**src/rtl/rst_scoreboard.sv**
```systemverilog
// Register status table: per-register busy bit and producer tag, set at dispatch,
// cleared by tag-matched writebacks, with optional same-cycle writeback bypass.

module rst_scoreboard_entry #(
  parameter int IDX       = 0,
  parameter int IDX_W     = 5,
  parameter int TAG_W     = 2,
  parameter int NUM_WB    = 2,
  parameter bit WB_BYPASS = 1'b1,
  parameter bit HARD_ZERO = 1'b0
) (
  input  logic                    CLK,
  input  logic                    rst,
  input  logic                    flush,
  input  logic                    set,
  input  logic [TAG_W-1:0]        set_tag,
  input  logic [NUM_WB-1:0]       wb_valid,
  input  logic [NUM_WB*IDX_W-1:0] wb_rd,
  input  logic [NUM_WB*TAG_W-1:0] wb_tag,
  output logic                    busy,
  output logic                    busy_nxt,
  output logic                    beff,
  output logic [TAG_W-1:0]        tag
);

  logic             busy_q, busy_d;
  logic [TAG_W-1:0] tag_q, tag_d;
  logic             clr_hit;

  always_comb begin
    clr_hit = 1'b0;
    for (int p = 0; p < NUM_WB; p++) begin
      if (wb_valid[p] && (wb_rd[p*IDX_W +: IDX_W] == IDX_W'(IDX)) &&
          (wb_tag[p*TAG_W +: TAG_W] == tag_q))
        clr_hit = 1'b1;
    end
    // A stale or duplicate writeback never touches an idle entry.
    clr_hit = clr_hit && busy_q;
    beff    = busy_q && !(WB_BYPASS && clr_hit);

    busy_d = busy_q;
    tag_d  = tag_q;
    if (flush) begin
      busy_d = 1'b0;
    end else if (set) begin
      busy_d = 1'b1;
      tag_d  = set_tag;
    end else if (clr_hit) begin
      busy_d = 1'b0;
    end
    if (HARD_ZERO) busy_d = 1'b0;
  end

  always_ff @(posedge CLK) begin
    if (rst) begin
      busy_q <= 1'b0;
      tag_q  <= '0;
    end else begin
      busy_q <= busy_d;
      tag_q  <= tag_d;
    end
  end

  assign busy     = busy_q;
  assign busy_nxt = busy_d;
  assign tag      = tag_q;

endmodule

module rst_scoreboard #(
  parameter int NUM_REGS       = 32,
  parameter int TAG_W          = 2,
  parameter int NUM_WB         = 2,
  parameter int NUM_SRC        = 2,
  parameter bit ZERO_HARDWIRED = 1'b1,
  parameter bit WB_BYPASS      = 1'b1,
  parameter int IDX_W          = $clog2(NUM_REGS)
) (
  input  logic                           CLK,
  input  logic                           rst,
  input  logic                           flush,
  input  logic                           di_valid,
  input  logic                           di_rd_en,
  input  logic [IDX_W-1:0]               di_rd,
  input  logic [TAG_W-1:0]               di_tag,
  output logic                           di_ready,
  input  logic [NUM_SRC*IDX_W-1:0]       src_idx,
  output logic [NUM_SRC-1:0]             src_busy,
  output logic [NUM_SRC*TAG_W-1:0]       src_tag,
  input  logic [NUM_WB-1:0]              wb_valid,
  input  logic [NUM_WB*IDX_W-1:0]        wb_rd,
  input  logic [NUM_WB*TAG_W-1:0]        wb_tag,
  output logic [NUM_REGS-1:0]            busy_vec,
  output logic [$clog2(NUM_REGS+1)-1:0]  busy_count
);

  localparam int                CNT_W   = $clog2(NUM_REGS+1);
  localparam logic [IDX_W:0]    REG_LIM = (IDX_W+1)'(NUM_REGS);

  logic [NUM_REGS-1:0]             busy_nxt_vec;
  logic [NUM_REGS-1:0]             beff_vec;
  logic [NUM_REGS-1:0][TAG_W-1:0]  tag_vec;
  logic [CNT_W-1:0]                busy_count_q, busy_count_d;
  logic                            rd_in_rng;
  logic                            rd_beff;
  logic                            di_set;

  // Out-of-range indices (non power-of-two files) read as idle and are never set.
  assign rd_in_rng = {1'b0, di_rd} < REG_LIM;
  assign rd_beff   = rd_in_rng && beff_vec[di_rd];
  assign di_ready  = !(di_rd_en && rd_beff);
  assign di_set    = di_valid && di_ready && di_rd_en && rd_in_rng &&
                     !(ZERO_HARDWIRED && (di_rd == '0));

  for (genvar r = 0; r < NUM_REGS; r++) begin : g_ent
    rst_scoreboard_entry #(
      .IDX       (r),
      .IDX_W     (IDX_W),
      .TAG_W     (TAG_W),
      .NUM_WB    (NUM_WB),
      .WB_BYPASS (WB_BYPASS),
      .HARD_ZERO (ZERO_HARDWIRED && (r == 0))
    ) u_ent (
      .CLK      (CLK),
      .rst      (rst),
      .flush    (flush),
      .set      (di_set && (di_rd == IDX_W'(r))),
      .set_tag  (di_tag),
      .wb_valid (wb_valid),
      .wb_rd    (wb_rd),
      .wb_tag   (wb_tag),
      .busy     (busy_vec[r]),
      .busy_nxt (busy_nxt_vec[r]),
      .beff     (beff_vec[r]),
      .tag      (tag_vec[r])
    );
  end

  for (genvar i = 0; i < NUM_SRC; i++) begin : g_src
    logic [IDX_W-1:0] sidx;
    logic             in_rng;
    assign sidx   = src_idx[i*IDX_W +: IDX_W];
    assign in_rng = {1'b0, sidx} < REG_LIM;
    assign src_busy[i] = in_rng && beff_vec[sidx] && !(ZERO_HARDWIRED && (sidx == '0));
    assign src_tag[i*TAG_W +: TAG_W] = in_rng ? tag_vec[sidx] : '0;
  end

  // Count follows the next-state vector so it lands on the same edge as busy_vec.
  always_comb begin
    busy_count_d = '0;
    for (int r = 0; r < NUM_REGS; r++)
      busy_count_d = busy_count_d + CNT_W'(busy_nxt_vec[r]);
  end

  always_ff @(posedge CLK) begin
    if (rst) busy_count_q <= '0;
    else     busy_count_q <= busy_count_d;
  end

  assign busy_count = busy_count_q;

endmodule

```
**config.mk**
```make
export PLATFORM = sky130hd
export DESIGN_NAME = rst_scoreboard
export DESIGN_NICKNAME = d
export VERILOG_FILES = /design/src/rtl/rst_scoreboard.sv
export SDC_FILE = /design/constraint.sdc
export NUM_CORES = 1
export LEC_CHECK = 0
export CORE_UTILIZATION = 59
export CTS_CLUSTER_SIZE = 8
export DETAILED_ROUTE_END_ITERATION = 8
export PLACE_DENSITY = 0.82
export SETUP_SLACK_MARGIN = 0.15
export SKIP_CTS_REPAIR_TIMING = 1
export SLEW_MARGIN = 20
export SYNTH_ARGS = -nofsm -noshare
export SYNTH_HDL_FRONTEND = slang
export SYNTH_SLANG_ARGS = --single-unit
```
**constraint.sdc**
```tcl
create_clock -name CLK -period 10.7 [get_ports CLK]
set_input_delay 1.605 -clock CLK [delete_from_list [all_inputs] [get_ports CLK]]
set_output_delay 1.605 -clock CLK [all_outputs]
set_load 0.05 [all_outputs]
```
; ---- After elaboration in Yosys (flattened, before gate mapping)
; Cells that the tools add are included.
[totals]
out_inout_bits = 45
mem_bits_ro = 0
ram_bits = 0
input_bits = 38
memories = 0
latch_bits = 0
word_cells = 712
ff_bits = 101
[classes]
n_div = 0
n_shift = 0
bitwise_logic = 1
reduce_logical = 294
muxes = 165
mul = 0
add_sub_neg = 30
order_cmp = 3
n_eq_ne = 155
[op_table]
columns = operator, count
row1 = $eq 5x5->1 const B, 48
row2 = $logic_and 1x1->1, 224
row3 = $mux 1, 158
row4 = $add 6x1->6, 25
row5 = $eq 2x2->1, 62
row6 = $eq 5x4->1 const B, 24
row7 = $reduce_and 2->1, 32
row8 = $eq 5x3->1 const B, 12
row9 = $logic_not 1->1, 35
row10 = $eq 5x2->1 const B, 6
row11 = $bmux 2 s5, 2
row12 = $lt 5x6->1 const B, 3
row13 = $bmux 1 s5, 3
row14 = $eq 5x1->1 const B, 3
row15 = $logic_not 5->1, 3
row16 = $add 5x1->6, 1
row17 = $add 4x1->5, 1
row18 = $add 3x1->4, 1
row19 = $mux 2, 2
row20 = $add 2x1->3, 1
row21 = $add 1x1->2, 1
row22 = $not 1->1, 1

; ---- Longest topological paths before layout
; Gate-level depths: netlist (run 1).
[logic_depth]
word_depth = 48
mapped_depth = 29
ltp_nobuf = 25

; ---- Hierarchy
; A second synthesis (run 1) with hierarchy kept.
[hier_totals]
cells_unflattened = 1111
area_unflattened_um2 = 10020.9
[by_module_without_submodules]
columns = module, n_inst, cells_each, area_each_um2, seq_area_each_um2
row1 = rst_scoreboard, 1, 323, 3164.3, 120.1
row2 = rst_scoreboard_entry (g_ent[11].u_ent ...), 8, 25, 217.7, 60.1
row3 = rst_scoreboard_entry (g_ent[15].u_ent ...), 6, 25, 212.7, 60.1
row4 = rst_scoreboard_entry (g_ent[17].u_ent ...), 5, 25, 209.0, 60.1
row5 = rst_scoreboard_entry (g_ent[1].u_ent ...), 4, 25, 229.0, 60.1
row6 = rst_scoreboard_entry (g_ent[10].u_ent ...), 4, 25, 222.7, 60.1
row7 = rst_scoreboard_entry (g_ent[16].u_ent), 1, 25, 221.5, 60.1
row8 = rst_scoreboard_entry (g_ent[3].u_ent), 1, 25, 219.0, 60.1
row9 = rst_scoreboard_entry (g_ent[12].u_ent), 1, 25, 210.2, 60.1
row10 = rst_scoreboard_entry (g_ent[31].u_ent), 1, 25, 207.7, 60.1
row11 = rst_scoreboard_entry (g_ent[0].u_ent), 1, 13, 128.9, 40.0

; ---- Least setup slack after synthesis (run 1)
; No wires, ideal clock.
[synth_path]
kind = in2reg
startpoint = input port wb_tag[3]
endpoint = register busy_count_q[4], in the netlist busy_count[4]
t_arrival_ps = 8093
slack_ps = 2479
path_buffers = 4
t_required_ps = 10572
path_stages = 29
path_cell_list = buf_2 -> buf_4 -> buf_4 -> xnor2_1 -> nand4_1 -> and3_1 -> a311oi_1 -> o21ai_0 -> nand4_1 -> buf_2 -> nand3_1 -> and2_1 -> fa_1 -> inv_1 -> fa_1 -> inv_1 -> fa_1 -> fa_1 -> fa_1 -> inv_1 -> fa_1 -> fa_1 -> inv_1 -> fa_1 -> inv_1 -> a21o_1 -> a21oi_1 -> xor2_1 -> nor2_1
[synth_between]
elab_chain_len = 46
elab_cells_between_ends = 347
cone_classes = add/sub: 30 / eq/ne: 31 / mux: 126 / reduce/logical: 160
[synth_lines]
columns = item, line_no
row1 = start: declaration, 92  ; input logic [NUM_WB*TAG_W-1:0] wb_tag,
row2 = $eq 2x2->1, 34  ; (wb_tag[p*TAG_W +: TAG_W] == tag_q))
row3 = $logic_and 1x1->1, 33  ; if (wb_valid[p] && (wb_rd[p*IDX_W +: IDX_W] == IDX_W'(IDX)) &&
row4 = $mux 1, 33
row5 = $logic_and 1x1->1, 38  ; clr_hit = clr_hit && busy_q;
row6 = $logic_not 1->1, 39  ; beff = busy_q && !(WB_BYPASS && clr_hit);
row7 = $logic_and 1x1->1, 39
row8 = $bmux 1 s5, 110  ; assign rd_beff = rd_in_rng && beff_vec[di_rd];
row9 = $mux 1 (not written as such), 110
row10 = (+7 left out), n/a
row11 = $mux 1, 43  ; if (flush) begin
row12 = $add 1x1->2, 152  ; busy_count_d = busy_count_d + CNT_W'(busy_nxt_vec[r]);
row13 = $add 2x1->3, 152
row14 = $add 3x1->4, 152
row15 = $add 4x1->5, 152
row16 = $add 5x1->6, 152
row17 = $add 6x1->6 (24 in series), 152
row18 = $add 6x1->6 *, 152
row19 = end signal: assignment, 157  ; else busy_count_q <= busy_count_d;
row20 = end: declaration, 103  ; logic [CNT_W-1:0] busy_count_q, busy_count_d;
; Mark *: on every way between the ends. The rest lies on a longest branch, timed or not. The select of a mux whose other input is x is not followed.
; A chain may end at the register's enable or synchronous reset.

; ---- Final worst setup path (run 1)
[layout_path]
startpoint = input port wb_rd[8]
endpoint = register busy_count_q[4], in the netlist busy_count[4]
[layout_between]
elab_chain_len = 47
elab_cells_between_ends = 378
cone_classes = add/sub: 30 / eq/ne: 31 / mux: 126 / reduce/logical: 191
[layout_lines]
columns = item, line_no
row1 = start: declaration, 91  ; input logic [NUM_WB*IDX_W-1:0] wb_rd,
row2 = "$eq 5x1->1, or another cell as far along", 33
row3 = $logic_and 1x1->1 (2 in series), 33
row4 = $mux 1, 33
row5 = $logic_and 1x1->1, 38
row6 = $logic_not 1->1, 39
row7 = $logic_and 1x1->1, 39
row8 = $bmux 1 s5, 110
row9 = $mux 1 (not written as such), 110
row10 = (+7 left out), n/a
row11 = $mux 1, 43
row12 = $add 1x1->2, 152
row13 = $add 2x1->3, 152
row14 = $add 3x1->4, 152
row15 = $add 4x1->5, 152
row16 = $add 5x1->6, 152
row17 = $add 6x1->6 (24 in series), 152
row18 = $add 6x1->6 *, 152
; Marks and branches as above.

==> reports/results.tsv, run 1 <==
stage	metric	value	unit
logic_synthesis	register bit count reported by yosys	101	
floorplanning	IO Count	83	
timing	Final Slew Violations	0	
final_layout	Layout area overhead	10.5	%
clock_tree	Skew-Pair Late Insertion Delay	0.37	ns
power	pwr dens	91.2	nW/um2
final_layout	Final nets	995	
clock_tree	Clock Path Buffers	2	
global_route	vias in the first global route	7296	
logic_synthesis	Post-synth top cells	107 x xnor2_1, 101 x dfxtp_1, 69 x mux2i_1	
clock_tree	number of CTS-inserted buffers	9	
logic_synthesis	Ys Warns	0	
timing	crit path time final	9.27	ns
final_layout	Ant. Diodes	0	
worst_setup_path	Setup CP Type	input pin to flop	
logic_synthesis	top_reg_cell synth	dfxtp_1	
route	drt pass-1 iters	5	
logic_synthesis	Yosys cell types	51	
worst_setup_path	Worst Setup Start Kind	input pin	
place	Buffers on Ports	81	
timing	fin crit share	86.6	%
route	vias	7809	
timing	RSZ-0062 raised after global routing	no	
power	PnR Total Power	875	uW
final_layout	share of layout cells above drive strength 1	12.2	%
logic_synthesis	Synth area leaders	dfxtp_1 23%, mux4_2 15%, xnor2_1 11%, mux2i_1 8.0%, fa_1 5.3%	
timing	Slew headroom	32.3	%
timing	post-route setup slack	1.43	ns
timing	Highest Clock Rate	0.108	GHz
clock_tree	Worst-path clk slew	0.07	ns
run_status	status	complete, no violations	
global_route	initial antenna violation count	0	
timing	Fin. Hold Viols	0	
timing	Sum Neg Setup Slack	0	ns
floorplanning	DIE AREA	15200	um2
power	Pleak	0.00383	uW
timing	Setup violations, final	0	
global_route	largest net degree at the start of global routing	104	
route	final WL	28800	um
logic_synthesis	most common cell in the netlist	xnor2_1	
logic_synthesis	sequential element share of the synthesized area	23.3	%
clock_tree	CTS tree	built	
route	number of vias per cell	7.02	
place	pre-CTS setup slack	1.21	ns
timing	worst slew pin tran	1.00	ns
final_layout	fillers	1127	
clock_tree	CTS Root Cell	clkbuf_16	
logic_synthesis	Cells after Synth	916	
global_route	first-pass GRT wire length	43700	um
floorplanning	core area	14100	um2
floorplanning	starting density of the core	61.6	%
logic_synthesis	average size of a mapped cell	9.47	um2
floorplanning	row count	43	
place	gpl congestion	1.08	
floorplanning	die height	123	um
job	max-cap viol count	0	
worst_setup_path	worst path arrival time	9.48	ns
worst_setup_path	Worst Setup End Kind	flop	
logic_synthesis	share of Yosys cell area claimed by the top area cell type	23.3	%
logic_synthesis	Mapped Area	8680	um2
place	hpwl dp	21200	um
global_route	Tot GR Track Use	39.8	%
clock_tree	clock sinks	101	
global_route	GRT Residual Overflow	0	
worst_setup_path	crit path max fanout	16	
route	drt drc	0	
clock_tree	H-tree levels	3	
logic_synthesis	ys async rst share	0	%
worst_setup_path	WP data required	10.92	ns
route	Routed Antenna Nets	0	
logic_synthesis	cell taking the most area after synthesis	dfxtp_1	
logic_synthesis	EDFF count, synth	0	
route	routed length per instance	25.9	um
logic_synthesis	Synthesized Nets	984	
floorplanning	Die Wd	123	um
power	worst-case vdd ir drop	0.0792	mV
route	iteration-0 DRC count of the detailed router	1126	
min_path	Min-Delay Path Class	flop to flop	
timing	Worst Skew	0.00769	ns
## power by group
group / total [uW] / internal, uW / switching [uW]
registers: 378 / 377 / 1.23
clock network: 351 / 194 / 157
logic: 146 / 55.5 / 90.6
## layout by cell type (no fill, tap or decap), types with 4 or more instances in the layout
cell type / instances
mux2_2: 6
o41ai_1: 5
nand4_1: 67
dfxtp_1: 101
nand2b_1: 66
and2_1: 17
xnor2_1: 107
nand2_1: 68
o21ai_0: 7
nor3_1: 6
nand3_1: 21
and4b_1: 5
clkbuf_16: 9
buf_2: 7
fa_1: 23
a21oi_1: 34
nor2_1: 23
xor2_1: 20
nor2b_1: 13
inv_1: 27
ha_1: 7
and3_1: 23
buf_4: 19
mux4_2: 56
and4bb_2: 4
clkdlybuf4s50_1: 74
o22ai_1: 5
mux2i_1: 69
## critical path, stage by stage
cell             delay [ns]
clkdlybuf4s50_1        0.57
nor4bb_1               0.89
nand4_1                0.19
and3_1                 0.28
o32ai_1                0.14
nor4_1                 0.10
nand4_1                0.50
nand3_1                0.32
and2_1                 0.27
fa_1                   0.54
inv_1                  0.05
fa_1                   0.50
inv_1                  0.05
fa_1                   0.48
fa_1                   0.52
fa_1                   0.55
inv_1                  0.06
fa_1                   0.51
fa_1                   0.45
inv_1                  0.08
fa_1                   0.19
inv_1                  0.05
a21o_1                 0.17
a21oi_1                0.18
xor2_1                 0.18
nor2_1                 0.06
## layout make-up
cell class                      instances  area (um2)  area share [%]
Clock inverter                          5        58.8           0.613
Clock buffer                           11         253            2.64
Multi-Input combinational cell        688        6010            62.7
Inverter                               27         101            1.06
Tap cell                              180         225            2.35
Sequential cell                       101        2020            21.1
Timing Repair Buffer                  100         918            9.58
## logic make-up (layout without fill, tap and decap cells)
logic type	after synthesis	count (layout)	synth area share [%]
XOR/XNOR	127	127	12.8
AO/OA/AOI/OAI	69	69	5.05
flip-flops	101	101	23.3
AND/OR/NAND/NOR	330	330	21.7
adder cells (fa/ha/maj)	30	30	6.31
buffers and inverters	127	143	7.48
multiplexers	131	131	23.3
other	1	1	0.0432
## routing by layer
metal | GRT usage (%) | routed length [um] | up-vias
met5 | 0 | 0 | -
met4 | 19.5 | 1550 | 0
met3 | 10.7 | 4220 | 129
met2 | 57.5 | 12100 | 664
met1 | 54.8 | 11000 | 3752
li1 | - | - | 3264
## metrics by stage
| step | hold WS (ns) | std cells | util [%] | area (um2) |
|---|---|---|---|---|
| after floorplan | 0.451 | 916 | - | 8680 |
| after global placement | 0.471 | 1096 | 65.8 | 9280 |
| after detailed placement | 0.476 | 1096 | 65.8 | 9280 |
| final | 0.485 | 1112 | 68.0 | 9590 |
| after global routing | 0.501 | 1112 | 68.0 | 9590 |
| after CTS | 0.486 | 1112 | 68.0 | 9590 |
## registers in the layout (all words and copies together), names as in the netlist
| register | count |
|---|---|
| busy_count | 6 |
| g_ent.u_ent.tag | 64 |
| g_ent.u_ent.busy | 31 |
## worst paths after layout
kind / startpoint / endpoint / slack, ns / cells past startpoint
hold / removal: g_ent[0].u_ent.tag[1] / g_ent[0].u_ent.tag[1] / 0.49 / 1
setup reg to reg: g_ent[24].u_ent.tag[1] / busy_count[4] / 3.13 / 25
hold reg to reg: g_ent[0].u_ent.tag[1] / g_ent[0].u_ent.tag[1] / 0.49 / 1
setup / recovery: wb_rd[8] / busy_count[4] / 1.43 / 26
No activity file was read; power rests on OpenSTA's default activity.
==> run 2, diff against run 1 <==
- clock period: 10.7 -> 8.9 ns (I/O delays scaled with it)
==> reports/results.tsv, run 2 (same netlist as run 1, synthesis figures left out) <==
stage	metric	value	unit
worst_setup_path	Worst Setup End Kind	flop	
timing	worst slew pin tran	0.924	ns
timing	Final Slew Violations	0	
worst_setup_path	Worst R2R Start	g_ent[29].u_ent.tag[0]	
final_layout	most frequent cells in the layout	107 x xnor2_1, 101 x dfxtp_1, 74 x clkdlybuf4s50_1, 69 x mux2i_1	
route	routed length per instance	24.8	um
final_layout	max reg flops	64	
timing	RSZ-0062 raised after global routing	no	
place	gpl congestion	1.02	
route	drt pass-1 iters	5	
min_path	Min-Delay Path Class	flop to flop	
place	hpwl dp	21500	um
power	PnR Total Power	1080	uW
final_layout	fillers	1075	
timing	Setup violations, final	0	
timing	Sum Neg Setup Slack	0	ns
route	drt drc	0	
worst_setup_path	crit path max fanout	13	
route	Routed Antenna Nets	0	
worst_setup_path	WP data required	9.11	ns
power	worst-case vdd ir drop	0.0855	mV
route	number of vias per cell	6.81	
worst_setup_path	CP Launch Point	wb_rd[3]	
global_route	first-pass GRT wire length	43900	um
floorplanning	row count	43	
route	iteration-0 DRC count of the detailed router	1046	
floorplanning	Die Wd	123	um
worst_setup_path	worst path arrival time	8.61	ns
min_path	hold path start	g_ent[0].u_ent.tag[1]	
job	max-cap viol count	0	
final_layout	Layout area overhead	13.8	%
floorplanning	starting density of the core	61.6	%
timing	Fin. Hold Viols	0	
floorplanning	core area	14100	um2
final_layout	non-filler instance count after layout	1145	
clock_tree	Clock Path Buffers	2	
global_route	Tot GR Track Use	39.6	%
worst_setup_path	Setup CP Type	input pin to flop	
clock_tree	clock sinks	101	
timing	Worst Skew	0.00936	ns
timing	fin crit share	94.4	%
global_route	initial antenna violation count	1	
clock_tree	Skew-Pair Late Insertion Delay	0.37	ns
final_layout	commonest non-fill, non-tap cell in the layout	xnor2_1	
timing	Highest Clock Rate	0.119	GHz
floorplanning	DIE AREA	15200	um2
floorplanning	die height	123	um
clock_tree	Worst-path clk slew	0.07	ns
floorplanning	IO Count	83	
run_status	status	complete, no violations	
worst_setup_path	Worst Setup Start Kind	input pin	
clock_tree	CTS Root Cell	clkbuf_16	
clock_tree	number of CTS-inserted buffers	9	
timing	Slew headroom	38.4	%
place	Buffers on Ports	81	
power	pwr dens	109	nW/um2
global_route	largest net degree at the start of global routing	104	
clock_tree	CTS tree	built	
global_route	vias in the first global route	7471	
place	Placed Cells	1130	
route	final WL	28400	um
timing	crit path time final	8.40	ns
final_layout	Ant. Diodes	0	
route	vias	7795	
power	Pleak	0.00400	uW
clock_tree	H-tree levels	3	
global_route	GRT Residual Overflow	0	
final_layout	share of layout cells above drive strength 1	15.0	%
final_layout	Final nets	1029	
==> run 2: final cells by class <==
class	instances	area, um2	share of cell area, %
inverters	27	101	1.03
clock buffers	12	267	2.70
clock inverters	3	67.6	0.684
well taps	180	225	2.28
repair buffers	134	1190	12.0
multi-input cells	688	6010	60.8
flip-flops and latches	101	2020	20.5
==> run 2: final timing paths <==
check	cells past startpoint	slack [ns]	endpoint
setup reg to reg	26	1.83	busy_count[4]
hold reg to reg	1	0.51	g_ent[0].u_ent.tag[1]
hold / removal	1	0.51	g_ent[0].u_ent.tag[1]
setup / recovery	27	0.50	busy_count[4]
==> run 2: routing by layer <==
layer	track usage, %	routed length (um)	vias to the layer above
met5	0	0	-
met3	11.3	4070	102
met2	57.9	12100	626
met1	53.9	11000	3736
met4	19.1	1300	0
li1	-	-	3331
==> run 2: per-stage QoR <==
step	hold WS, ns	utilization, %	worst slack [ns]	cell area [um2]
floorplan	0.451	-	0.949	8680
global placement	0.472	67.7	0.347	9540
detailed placement	0.486	67.7	0.175	9540
CTS	0.499	70.1	0.559	9880
global route	0.503	70.1	0.165	9880
finish	0.506	70.1	0.500	9880
==> run 2: power by group <==
part	switching, uW	total [uW]	internal [uW]
clock	178	446	268
sequential	1.55	455	453
combinational	107	178	71.7
total	286	1080	793
==> run 2: worst max-delay path: stages <==
cell and delay, ns:
clkdlybuf4s50_1 0.59, nand4_1 0.28, or4_1 0.56, and3_1 0.25, mux2i_1 0.14, a311oi_1 0.13
nand3_2 0.10, buf_4 0.17, nand4_1 0.18, and2_1 0.27, fa_1 0.48, fa_1 0.55
inv_1 0.05, fa_1 0.53, inv_1 0.05, fa_1 0.48, fa_1 0.55, inv_1 0.06
fa_1 0.52, fa_1 0.47, inv_1 0.09, fa_1 0.20, inv_1 0.05, a21o_1 0.17
a21oi_1 0.16, xor2_1 0.16, nor2_1 0.05
